## src/rtl/ifu_pkg.sv

```systemverilog
// Shared types and constants for the instruction fetch unit.
// Optional build macro: IFU_INSTR_COUNT_EN (see instruction_fetch_unit).
package ifu_pkg;

  localparam int ADDR_W_DEF = 8;
  localparam int DATA_W_DEF = 8;

  localparam logic [7:0] OPC_IMM  = 8'h1F;
  localparam logic [7:0] OPC_HALT = 8'h20;

  typedef enum logic [2:0] {
    IDLE    = 3'd0,
    F_OP    = 3'd1,
    F_OP_W  = 3'd2,
    F_IMM   = 3'd3,
    F_IMM_W = 3'd4,
    PRESENT = 3'd5,
    HALTED  = 3'd6
  } ifu_state_e;

endpackage

```

## src/rtl/ifu_pc_counter.sv

```systemverilog
// Program counter register: load has priority over increment; wraps modulo 2^ADDR_W.
module ifu_pc_counter #(
  parameter int                ADDR_W   = 8,
  parameter logic [ADDR_W-1:0] RESET_PC = '0
) (
  input  logic              clock,
  input  logic              reset_n,
  input  logic              load,
  input  logic [ADDR_W-1:0] load_addr,
  input  logic              inc,
  output logic [ADDR_W-1:0] pc
);

  // PC register: reset to RESET_PC, load a new target, or step by one
  always_ff @(posedge clock or negedge reset_n) begin
    if (!reset_n) begin
      pc <= RESET_PC;
    end else if (load) begin
      pc <= load_addr;
    end else if (inc) begin
      pc <= pc + ADDR_W'(1);
    end
  end

endmodule

```

## src/rtl/instruction_fetch_unit.sv

```systemverilog
// Instruction fetch sequencer: walks the PC over a 1-cycle-latency ROM,
// assembles opcode (+ optional immediate) and hands it over valid/ready.
// Optional build macro: IFU_INSTR_COUNT_EN adds a saturating 16-bit
// accepted-instruction counter on instr_count.
module instruction_fetch_unit
  import ifu_pkg::*;
#(
  parameter int                ADDR_W      = ADDR_W_DEF,
  parameter int                DATA_W      = DATA_W_DEF,
  parameter logic [DATA_W-1:0] IMM_OPCODE  = DATA_W'(OPC_IMM),
  parameter logic [DATA_W-1:0] HALT_OPCODE = DATA_W'(OPC_HALT),
  parameter logic [ADDR_W-1:0] RESET_PC    = '0
) (
  input  logic              clock,
  input  logic              reset_n,
  input  logic              start,
  output logic [ADDR_W-1:0] rom_addr,
  input  logic [DATA_W-1:0] rom_q,
  output logic              instr_valid,
  input  logic              instr_ready,
  output logic [DATA_W-1:0] instr_opcode,
  output logic [DATA_W-1:0] instr_imm,
  output logic              instr_has_imm,
  output logic [ADDR_W-1:0] instr_pc,
  input  logic              jump_en,
  input  logic [ADDR_W-1:0] jump_addr,
`ifdef IFU_INSTR_COUNT_EN
  output logic [15:0]       instr_count,
`endif
  output logic              busy,
  output logic              halted
);

  ifu_state_e        state, state_nxt;
  logic [ADDR_W-1:0] pc;
  logic              pc_load;
  logic [ADDR_W-1:0] pc_load_addr;
  logic              pc_inc;
  logic              cap_op;
  logic              cap_imm;
  logic              accept;
  logic              restart;

  ifu_pc_counter #(
    .ADDR_W   (ADDR_W),
    .RESET_PC (RESET_PC)
  ) u_pc (
    .clock     (clock),
    .reset_n   (reset_n),
    .load      (pc_load),
    .load_addr (pc_load_addr),
    .inc       (pc_inc),
    .pc        (pc)
  );

  assign rom_addr    = pc;
  assign instr_valid = (state == PRESENT);
  assign busy        = (state != IDLE) && (state != HALTED);
  assign halted      = (state == HALTED);
  assign accept      = (state == PRESENT) && instr_ready;
  assign restart     = ((state == IDLE) || (state == HALTED)) && start;

  // State register
  always_ff @(posedge clock or negedge reset_n) begin
    if (!reset_n) begin
      state <= IDLE;
    end else begin
      state <= state_nxt;
    end
  end

  // Next-state and PC control; ROM data is read in the *_W state after one held-address cycle
  always_comb begin
    state_nxt    = state;
    pc_load      = 1'b0;
    pc_load_addr = RESET_PC;
    pc_inc       = 1'b0;
    cap_op       = 1'b0;
    cap_imm      = 1'b0;
    case (state)
      IDLE, HALTED: begin
        if (start) begin
          state_nxt = F_OP;
          pc_load   = 1'b1;
        end
      end
      F_OP: state_nxt = F_OP_W;
      F_OP_W: begin
        cap_op    = 1'b1;
        pc_inc    = 1'b1;
        state_nxt = (rom_q == IMM_OPCODE) ? F_IMM : PRESENT;
      end
      F_IMM: state_nxt = F_IMM_W;
      F_IMM_W: begin
        cap_imm   = 1'b1;
        pc_inc    = 1'b1;
        state_nxt = PRESENT;
      end
      PRESENT: begin
        if (instr_ready) begin
          if (instr_opcode == HALT_OPCODE) begin
            state_nxt = HALTED;
          end else begin
            state_nxt = F_OP;
            if (jump_en) begin
              pc_load      = 1'b1;
              pc_load_addr = jump_addr;
            end
          end
        end
      end
      default: state_nxt = IDLE;
    endcase
  end

  // Instruction field registers; held untouched while PRESENT waits for ready
  always_ff @(posedge clock or negedge reset_n) begin
    if (!reset_n) begin
      instr_opcode  <= '0;
      instr_imm     <= '0;
      instr_has_imm <= 1'b0;
      instr_pc      <= '0;
    end else if (cap_op) begin
      instr_opcode  <= rom_q;
      instr_imm     <= '0;
      instr_has_imm <= (rom_q == IMM_OPCODE);
      instr_pc      <= pc;
    end else if (cap_imm) begin
      instr_imm     <= rom_q;
    end
  end

`ifdef IFU_INSTR_COUNT_EN
  // Accepted-instruction counter: cleared on start, saturates at all-ones
  always_ff @(posedge clock or negedge reset_n) begin
    if (!reset_n) begin
      instr_count <= '0;
    end else if (restart) begin
      instr_count <= '0;
    end else if (accept && (instr_count != 16'hFFFF)) begin
      instr_count <= instr_count + 16'd1;
    end
  end
`else
  logic unused_restart;
  assign unused_restart = restart ^ accept;
`endif

endmodule

```

## config.mk

```make
export PLATFORM = sky130hd
export DESIGN_NAME = instruction_fetch_unit
export DESIGN_NICKNAME = d
export VERILOG_FILES = /design/src/rtl/ifu_pkg.sv /design/src/rtl/ifu_pc_counter.sv /design/src/rtl/instruction_fetch_unit.sv
export SDC_FILE = /design/constraint.sdc
export NUM_CORES = 1
export LEC_CHECK = 0
export BUFFER_PORTS_ARGS = -buffer_cell sky130_fd_sc_hd__buf_2
export CAP_MARGIN = 10
export CORE_MARGIN = 8
export CORE_UTILIZATION = 44
export CTS_CLUSTER_DIAMETER = 120
export DETAILED_ROUTE_END_ITERATION = 10
export GPL_TIMING_DRIVEN = 0
export PLACE_DENSITY = 0.71
export RECOVER_POWER = 100
export SYNTH_ARGS = -nofsm -noshare
export SYNTH_HDL_FRONTEND = slang
export SYNTH_SLANG_ARGS = --single-unit
```

## constraint.sdc

```tcl
create_clock -name clock -period 4.95 [get_ports clock]
set_input_delay 0.495 -clock clock [delete_from_list [all_inputs] [get_ports clock]]
set_output_delay 0.495 -clock clock [all_outputs]
set_load 0.05 [all_outputs]
```

== Word level (Yosys, flattened, before mapping) ==
Index checks and enable logic that the tools add are counted.

* Register bits after elaboration: 36
* Input bits: 21
* Output and inout port bits: 36
* Word-level logic and storage cells: 47

* Add/sub/neg operators: 1
* Equal/unequal tests: 11
* Mux-type cells: 21
* Reduce and logical (&&, ||, !) cells: 8

{| class="wikitable"
|+ Operator list
! operator !! number
|-
| 2-to-1 mux 8 bit || 8
|-
| one-hot mux 3 bit (6 select lines) || 1
|-
| 2-to-1 mux 3 bit || 4
|-
| == test 3 bit (second input constant) || 3
|-
| adder 8 x 1 -> 8 bit (second input constant) || 1
|-
| == test 8 x 5 -> 1 bit (second input constant) || 1
|-
| == test 8 x 6 -> 1 bit (second input constant) || 1
|-
| 2-to-1 mux 1 bit || 7
|-
| == test 3 x 2 -> 1 bit (second input constant) || 2
|-
| nonzero test 2 bit || 2
|-
| OR reduction 2 bit || 2
|-
| == test 3 x 1 -> 1 bit (second input constant) || 1
|-
| zero test 3 bit || 1
|-
| != test 3 bit (second input constant) || 1
|-
| nonzero test 3 bit || 1
|-
| != test 2 x 1 -> 1 bit (second input constant) || 1
|-
| != test 2 bit (second input constant) || 1
|-
| one-hot mux 1 bit (2 select lines) || 1
|-
| AND reduction 2 bit || 1
|-
| logical AND 1 bit || 1
|}

== Longest topological paths before layout ==
Gate-level depths: netlist of run 1.

* Depth in word-level cells: 5
* Gate-level depth with buffers: 6
* Depth with buffers taken out: 5

== Hierarchy ==
A second synthesis of run 1 with hierarchy kept.

* Cells, all modules: 167
* Area total of the unflattened synthesis: 1814.2 um^2

{| class="wikitable"
|+ Modules (own cells, without submodules)
! module !! instances !! cells an instance !! area an instance (um^2)
|-
| instruction_fetch_unit || 1 || 118 || 1363.8
|-
| ifu_pc_counter || 1 || 49 || 450.4
|}

== Worst setup path before layout of run 1 ==
No wires, ideal clock.

* Path kind: flip-flop to output port
* From: register state[1]
* To: output instr_valid
* Data arrival time: 1.764 ns
* Data required time: 4.455 ns
* Slack: 2.691 ns
* Stages on the path, launching flop included: 4
* Cells stage by stage: dfrtp_1 -> buf_2 -> clkbuf_1 -> nor3_1

* Longest elaborated chain between the ends: 1

{| class="wikitable"
|+ RTL lines
! what !! line !! source
|-
| start: declaration || instruction_fetch_unit.sv:34 || <nowiki>ifu_state_e state, state_nxt;</nowiki>
|-
| start signal: assignment || instruction_fetch_unit.sv:68 || <nowiki>state <= state_nxt;</nowiki>
|-
| == test 3 bit || instruction_fetch_unit.sv:57 || <nowiki>assign instr_valid = (state == PRESENT);</nowiki>
|-
| end: declaration || instruction_fetch_unit.sv:19 || <nowiki>output logic instr_valid,</nowiki>
|}

Every way passes these cells.

== Worst setup path in the final report of run 1 ==
* From: register state[2]
* To: output instr_valid

Same word-level chain as after synthesis.

==> run metrics, run 1 <==
num rows 23; GPL Wtd Cong 0.845; Die X-Extent 79.4 um; DRC 0; Tmin final 2.35 ns; failing checks capacitance limit, slew limit; Clock Path Buffers 2; Syn Inst Count 162; Syn Nets 184; IO Pins 57; Worst Setup SP state[2]; Root Buffer clkbuf_8; total gr overflow 0; fin cells 275; detailed-route wire length per cell 15.8 um; Synth area leader dfrtp_1; Crit path max-delay family buffers and inverters; Post-CTS Resized 0; Final Max Tran Viols 37; number of synthesized flops with an enable pin 0; CTS Hold Bufs 0; first-pass GRT wire length 7290 um; Crit-path slowest cell clkbuf_1; largest net degree at the start of global routing 37; Worst-Margin Slew 1.89 ns; max-cap violation count 1; Num Clock Sinks 36; # diodes 0; CP dominant cell by count clkbuf_1; vias per cell 5.36; antenna-violating nets left 0; number of fillers in the final layout 374; Area Growth Syn to Fin 20.1%; Seq/Total Area, Yosys 51.0%; DPL Wire Length 3260 um; layout cells sized above 1 20.4%; Hold Path Class in -> reg; TritonRoute pass-1 iters 4; Final Hold Vio Count 0; worst path cell trace inv_1 > clkbuf_1 > nor3_1 > clkbuf_1; H-tree Lvls 2; clock skew 0.00241 ns; Reg-to-Reg Start state[2]; CP max FO 10; status finished with violations; Primary FF master, synth dfrtp_1; Critical path buffers and inverters 3; Mapped Area 1770 um2; die footprint 6300 um2; slew margin rel. -26.0%; CP Launch Type flop; Initial Util 44.8%; synth top area cells dfrtp_1, mux2_2, o21ai_0, a22oi_1, nand2_1; Async SR Flop Fraction 100%; HP Start jump_addr[6]; element type at the critical path end output pin; TNS Setup 0 ns; TritonCTS Buffers 5; Syn Area/Cell 10.9 um2; unrepaired setup endpoints after global routing false; area share of the largest cell type after synthesis 51.0%; Core Area 3940 um2; CTS tree built; Max Freq 426 MHz; FF+latch count, synth 36; required time of the critical path 4.45 ns; postcts setup bufs 0; die height 79.4 um; vias in the first global route 1513; initial antenna violation count 0; post-synth cell types 39; CP max stage delay 0.50 ns; CTS clk-pin slew, worst paths 0.07 ns; Tot GR Track Use 14.6%; routed vias 1475; clock latency on the worst-skew pair 0.28 ns; Worst Path Arrival 1.85 ns; port bufs 56; Final period util 47.4%; final wirelength 4350 um; Inst Count DP 268; kind of critical path reg -> out; Initial DRC Count 87; dpl ws 3.11 ns; yosys warns 0; # setup viols final 0; Nets 247; setup slack after layout 2.60 ns
## synth_stat cells, types with 3 or more instances
library cell / count
a21oi_1: 5
a22oi_1: 8
and3_1: 4
clkbuf_1: 3
dfrtp_1: 36
inv_1: 5
mux2_2: 17
nand2_1: 16
nand3b_1: 3
nor2_1: 9
o21ai_0: 15
xnor2_1: 5
## kinds of logic (layout without fill, tap and decap cells)
kind of cell / count (synthesis) / count (layout) / synth area share (%)
AND/OR/NAND/NOR: 50 / 50 / 16.6
AO/OA/AOI/OAI: 40 / 40 / 14.7
flip-flops: 36 / 36 / 51.0
multiplexers: 18 / 18 / 11.4
buffers and inverters: 12 / 75 / 3.12
XOR/XNOR: 5 / 5 / 2.48
adder cells (fa/ha/maj): 1 / 1 / 0.708
## worst paths after layout
kind                              endpoint  slack, ns  cells after the start
setup / recovery               instr_valid       2.60                      4
hold / removal                  u_pc.pc[6]       0.42                      3
setup reg to reg           instr_opcode[4]       2.67                      5
hold reg to reg                instr_pc[3]       0.51                      1
max in group asynchronous  instr_opcode[5]       3.14                      1
min in group asynchronous      instr_pc[7]       0.73                      1
## state kept, by name (all words and copies together), names as in the netlist
name and count:
instr_imm 8, instr_opcode 8, instr_pc 8, u_pc.pc 8, state 3, instr_has_imm 1
## per-layer routing
layer / GRT usage [%] / up-vias / share of wire, %
met5: 0 / - / 0
met4: 5.19 / 0 / 1.3
met3: 6.21 / 7 / 7.8
met2: 21.5 / 47 / 44
met1: 18.7 / 705 / 47
li1: - / 716 / -
## layout by cell type, fill, tap and decap left out, types with 3 or more instances in the layout
cell / netlist / final
a22oi_1: 8 / 8
buf_2: 2 / 21
xnor2_1: 5 / 5
inv_1: 5 / 5
mux2_2: 17 / 17
nor2_1: 9 / 9
clkbuf_8: 0 / 5
and3_1: 4 / 4
o21ai_0: 15 / 15
a21oi_1: 5 / 5
nand2_1: 16 / 16
dfrtp_1: 36 / 36
nand3b_1: 3 / 3
clkbuf_1: 3 / 43
## layout make-up
class	count	area, um2	share of cell area [%]
flip-flops and latches	36	901	42.5
multi-input cells	114	800	37.7
repair buffers	56	235	11.1
clock buffers	6	72.6	3.42
well taps	50	62.6	2.95
plain buffers	7	27.5	1.30
inverters	5	18.8	0.884
clock inverters	1	5.00	0.236
## worst reg2reg max path, delay by kind of cell, from the launching register on
kind                   cells  cell delay [ns]
multiplexers               1             0.40
flip-flops                 1             0.45
AND/OR/NAND/NOR            2             0.39
buffers and inverters      2             0.92
## per-stage QoR
stage                     instance area, um2  hold slack [ns]  util, %
final                                   2120            0.422     53.8
after global routing                    2120            0.432     53.8
after CTS                               2190            0.311     55.5
after detailed placement                2110            0.491     53.5
after global placement                  2110            0.486     53.5
after floorplan                         1770            0.199        -
Power of run 1 is left out: the tool's default activity adds up to more than one toggle a clock period on the data nets, which glitch-free logic cannot reach.
==> run 2, diff against run 1 <==
Settings changed: ABC_AREA set to 1, PLACE_DENSITY 0.71 to 0.7.
Clock period 4.95 ns to 2.3 ns, I/O delays scaled along.
==> run 2 against run 1 <==
  * The flow still finishes with violations (capacitance limit, slew limit)
  * Clock-buffer cell count is 1 higher
  * Critical path depth decreased by 1
  * Synthesized area up 6.6%
  * Synthesized cell count grew 46%
  * Cell count up 28%
  * First-iteration DRC count fell by 6.9%
  * Global-route usage rose by 0.56 points
  * Design area up 8.3%
  * Sequential share of layout area fell by 3.2 points
  * Non-clock buffer count is 4 lower
  * Register-to-register slack got worse by 2.2 ns
  * Via count grew 17%
==> run metrics, run 2 <==
status finished with violations; failing checks capacitance limit, slew limit; die height 81.4 um; Max IR drop VDD 0.000639 V; TritonCTS Buffers 5; synth top area cells dfrtp_1, nand2_1, o21ai_0, nand3_1, inv_1; Seq/Total Area, Yosys 47.8%; element type at the critical path end output pin; Net Sw Frac 55.0%; number of synthesized flops with an enable pin 0; Initial DRC Count 81; num rows 23; Worst-Margin Slew 1.92 ns; CTS clk-pin slew, worst paths 0.07 ns; post-synth cell types 28; kind of critical path reg -> out; Worst Path Arrival 1.74 ns; setup slack after layout 0.326 ns; required time of the critical path 2.07 ns; Initial Util 46.4%; Die X-Extent 81.4 um; antenna-violating nets left 0; Syn Area/Cell 7.95 um2; Hold Path Class in -> reg; Psw 0.00216 W; combinational fraction of design power 56.3%; GPL Wtd Cong 0.868; first-pass GRT wire length 7960 um; Final Max Tran Viols 37; max-cap violation count 1; yosys warns 0; Primary FF master, synth dfrtp_1; Synth area leader dfrtp_1; commonest non-fill, non-tap cells in the layout nand2_1, clkbuf_1, dfrtp_1; most common cell in the netlist nand2_1; Final Util 56.6%; TNS Setup 0 ns; die footprint 6630 um2; DPL Wire Length 3570 um; Core Area 4060 um2; clock latency on the worst-skew pair 0.29 ns; area share of the largest cell type after synthesis 47.8%; DRC 0; CP max FO 8; sequential power share 28.2%; total gr overflow 0; fin cells 351; FF+latch count, synth 36; clock skew 0.00375 ns; Leakage 1.16 nW; top cells by count, synth nand2_1, dfrtp_1, inv_1; CTS tree built; Clock Path Buffers 2; Tmin final 1.97 ns; dpl ws 0.680 ns; Area after DPL 2230 um2; Area Growth Syn to Fin 22.0%; largest net degree at the start of global routing 37; Pwr Density 1710 nW/um2; most common cell after layout, fill and taps aside nand2_1; # setup viols final 0; Clock Power Share 15.5%; r2r worst-path depth 8; Max Freq 507 MHz; Nets 322; hold depth 2; IO Pins 57; Post-CTS Resized 0; CP Launch Type flop; detailed-route wire length per cell 13.2 um; Async SR Flop Fraction 100%; unrepaired setup endpoints after global routing false; CTS Hold Bufs 0; Syn Nets 259; number of fillers in the final layout 416; Num Clock Sinks 36; Int Power 0.00177 W; Final Hold Vio Count 0; routed vias 1725; vias per cell 4.91; Tot GR Track Use 15.2%; # diodes 0; Inst Count DP 343; initial antenna violation count 0; slew margin rel. -27.9%; Mapped Area 1880 um2; H-tree Lvls 2; layout cells sized above 1 14.6%; port bufs 56; final wirelength 4630 um; TritonRoute pass-1 iters 4; Root Buffer clkbuf_8; Final period util 85.8%; vias in the first global route 1691; Syn Inst Count 237; Final Instance Area 2300 um2; postcts setup bufs 0
## run 2: cell count changes in the layout (fill, tap and decap cells not counted), sizes merged, moves of 5 or more
| cell | previous run | this run |
|---|---|---|
| nand2 | 16 | 93 |
| xnor2 | 5 | 0 |
| nand3 | 2 | 23 |
| inv | 5 | 29 |
| mux2 | 17 | 0 |
| a22oi | 8 | 0 |
| o21ai | 15 | 23 |
## run 2: cell families after synthesis
kind of cell	share of synthesized area, %
buffers and inverters	7.44
and+or+nand+nor	33.9
AOI/OAI and AO/OA	8.77
adders and majority gates	0.664
xor gates and xnor gates	1.40
DFF	47.8
## run 2: per-stage QoR
| stage | hold WS (ns) | power (W) |
|---|---|---|
| 2_1_floorplan | -0.0656 | 0.00290 |
| 3_3_place_gp | 0.364 | 0.00340 |
| 3_5_place_dp | 0.372 | 0.00343 |
| 4_1_cts | 0.0563 | 0.00405 |
| 5_1_grt | 0.165 | 0.00423 |
| 6_report | 0.163 | 0.00393 |
## run 2: final cells by class
cell class | count | area [um2] | share of cell area [%]
Buffer | 3 | 18.8 | 0.817
Clock buffer | 7 | 96.3 | 4.19
Clock inverter | 1 | 30.0 | 1.31
Inverter | 29 | 121 | 5.28
Multi-Input combinational cell | 169 | 832 | 36.2
Sequential cell | 36 | 901 | 39.2
Tap cell | 50 | 62.6 | 2.72
Timing Repair Buffer | 56 | 235 | 10.2
## run 2: layer usage
layer	vias to the layer above	part of all wire (%)	GRT usage [%]
met1	791	46	19.6
met4	0	1.5	5.89
li1	889	-	-
met5	-	0	0
met3	6	6.1	3.93
met2	39	46	23.9
## run 2: power groups by stage
stage                     sequential (W)  combinational (W)  clock, W
after floorplan                  0.00193           0.000963         0
after global placement           0.00112            0.00229         0
final                            0.00111            0.00221  0.000608
after detailed placement         0.00112            0.00231         0
after global routing             0.00115            0.00242  0.000658
after CTS                        0.00111            0.00232  0.000625
## run 2: final timing paths
check                        startpoint            to  slack, ns
max in group asynchronous       reset_n   instr_pc[7]       0.73
hold / removal              instr_ready      state[0]       0.16
min in group asynchronous       reset_n  instr_imm[1]       0.46
hold reg to reg            instr_imm[0]  instr_imm[0]       0.47
setup / recovery               state[1]          busy       0.33
setup reg to reg               state[1]    u_pc.pc[6]       0.43
## run 2: worst max-delay path: stages (launching register included)
cell and delay [ns]:
dfrtp_1 0.41, nor2_1 0.68, o21ai_2 0.10, clkbuf_2 0.27
No activity file was read; power rests on OpenSTA's default activity.
==> run 3, diff against run 2 <==
Settings changed: CORE_ASPECT_RATIO set to 1.25.
==> run 3 against run 2 <==
  * The run still ends with capacitance limit, slew limit left
  * Clock power is 24% lower
  * Core utilization is 1.3 points lower
  * Via count is 0.52% higher
  * Power is 3.6% lower
  * Sequential share of layout area is 0.50 points higher
  * Sequential cell count stayed put
  * Wire length is 1.3% higher
  * Non-clock buffer count stayed put
  * Worst setup slack better by 0.032 ns
  * First-iteration DRC count is 58% higher
  * Critical path type unchanged
  * Largest cell class unchanged
  * Largest power group unchanged
  * Highest routed layer unchanged
==> run metrics, run 3 (same netlist as run 2, synthesis figures left out) <==
total power 0.00379 W; Clock Path Buffers 2; final wirelength 4690 um; Leakage 1.14 nW; Worst-Margin Slew 1.92 ns; TritonCTS Buffers 5; Core Area 4100 um2; Nets 322; total gr overflow 0; Tot GR Track Use 15.0%; CTS tree built; failing checks capacitance limit, slew limit; first-pass GRT wire length 7760 um; Post-CTS Resized 0; Root Buffer clkbuf_8; clock latency on the worst-skew pair 0.28 ns; # diodes 0; unrepaired setup endpoints after global routing false; CP Launch Type flop; port bufs 56; CTS clk-pin slew, worst paths 0.07 ns; Hold Path Class in -> reg; vias per cell 4.86; Max IR drop VDD 0.000800 V; antenna-violating nets left 0; Final Hold Vio Count 0; Pwr Density 1670 nW/um2; Tmin final 1.94 ns; die footprint 6640 um2; slew margin rel. -27.9%; num rows 26; dpl ws 0.690 ns; TritonRoute pass-1 iters 4; Worst Path Arrival 1.71 ns; CP max FO 8; setup slack after layout 0.358 ns; DPL Wire Length 3620 um; required time of the critical path 2.07 ns; Num Clock Sinks 36; commonest non-fill, non-tap cells in the layout nand2_1, clkbuf_1, dfrtp_1; clock skew 0.00302 ns; # setup viols final 0; Final period util 84.4%; element type at the critical path end output pin; postcts setup bufs 0; DRC 0; Area Growth Syn to Fin 20.5%; layout cells sized above 1 14.0%; Final Max Tran Viols 37; Final Instance Area 2270 um2; max-cap violation count 1; IO Pins 57; largest net degree at the start of global routing 37; TNS Setup 0 ns; status finished with violations; Area after DPL 2230 um2; detailed-route wire length per cell 13.1 um; routed vias 1734; die height 89.1 um; GPL Wtd Cong 0.826; CTS Hold Bufs 0; most common cell after layout, fill and taps aside nand2_1; initial antenna violation count 0; Max Freq 515 MHz; Initial Util 45.9%; Initial DRC Count 128; H-tree Lvls 2; vias in the first global route 1687; Die X-Extent 74.5 um; kind of critical path reg -> out
==> run 3: cell types whose count changed in the layout (fill, tap and decap cells not counted), sizes merged <==
cell | before | now
bufinv | 1 | 0
clkbuf | 46 | 47
==> run 3: final timing paths <==
path | from | end | slack (ns) | cells past startpoint
max | state[0] | busy | 0.36 | 3
min | jump_addr[0] | u_pc.pc[0] | 0.17 | 3
max reg2reg | state[0] | u_pc.pc[3] | 0.47 | 8
min reg2reg | instr_pc[2] | instr_pc[2] | 0.48 | 2
max in group asynchronous | reset_n | instr_imm[7] | 0.73 | 1
min in group asynchronous | reset_n | instr_pc[0] | 0.48 | 1
==> run 3: per-layer routing <==
metal  vias up  share of wire, %  track usage, %
met3         7               7.6            4.71
met4         0              0.94            3.21
met2        51                52            27.2
met1       792                40            16.5
li1        884                 -               -
met5         -                 0               0
==> run 3: stage by stage <==
step | hold WS, ns | util [%] | cells
2_1_floorplan | -0.0656 | - | 237
3_3_place_gp | 0.363 | 54.5 | 349
3_5_place_dp | 0.359 | 54.5 | 349
4_1_cts | 0.0508 | 56.7 | 357
5_1_grt | 0.167 | 55.3 | 357
6_report | 0.166 | 55.3 | 357
==> run 3: cell type report <==
| type | instances | area, um2 |
|---|---|---|
| inverters | 29 | 121 |
| clock buffers | 8 | 90.1 |
| flip-flops and latches | 36 | 901 |
| well taps | 56 | 70.1 |
| plain buffers | 3 | 18.8 |
| fillers | 437 | 1830 |
| repair buffers | 56 | 235 |
| multi-input cells | 169 | 832 |
==> run 3: power breakdown <==
part | switching (W) | internal (W) | leakage [nW]
Clock | 0.000215 | 0.000244 | 0.0455
Sequential | 0.000220 | 0.000903 | 0.461
Combinational | 0.00172 | 0.000482 | 0.631
Total | 0.00216 | 0.00163 | 1.14
==> run 3: critical path, stage by stage, from the launching register on <==
cell and delay (ns):
dfrtp_1 0.43, nor2_1 0.62, o21ai_2 0.11, clkbuf_2 0.27
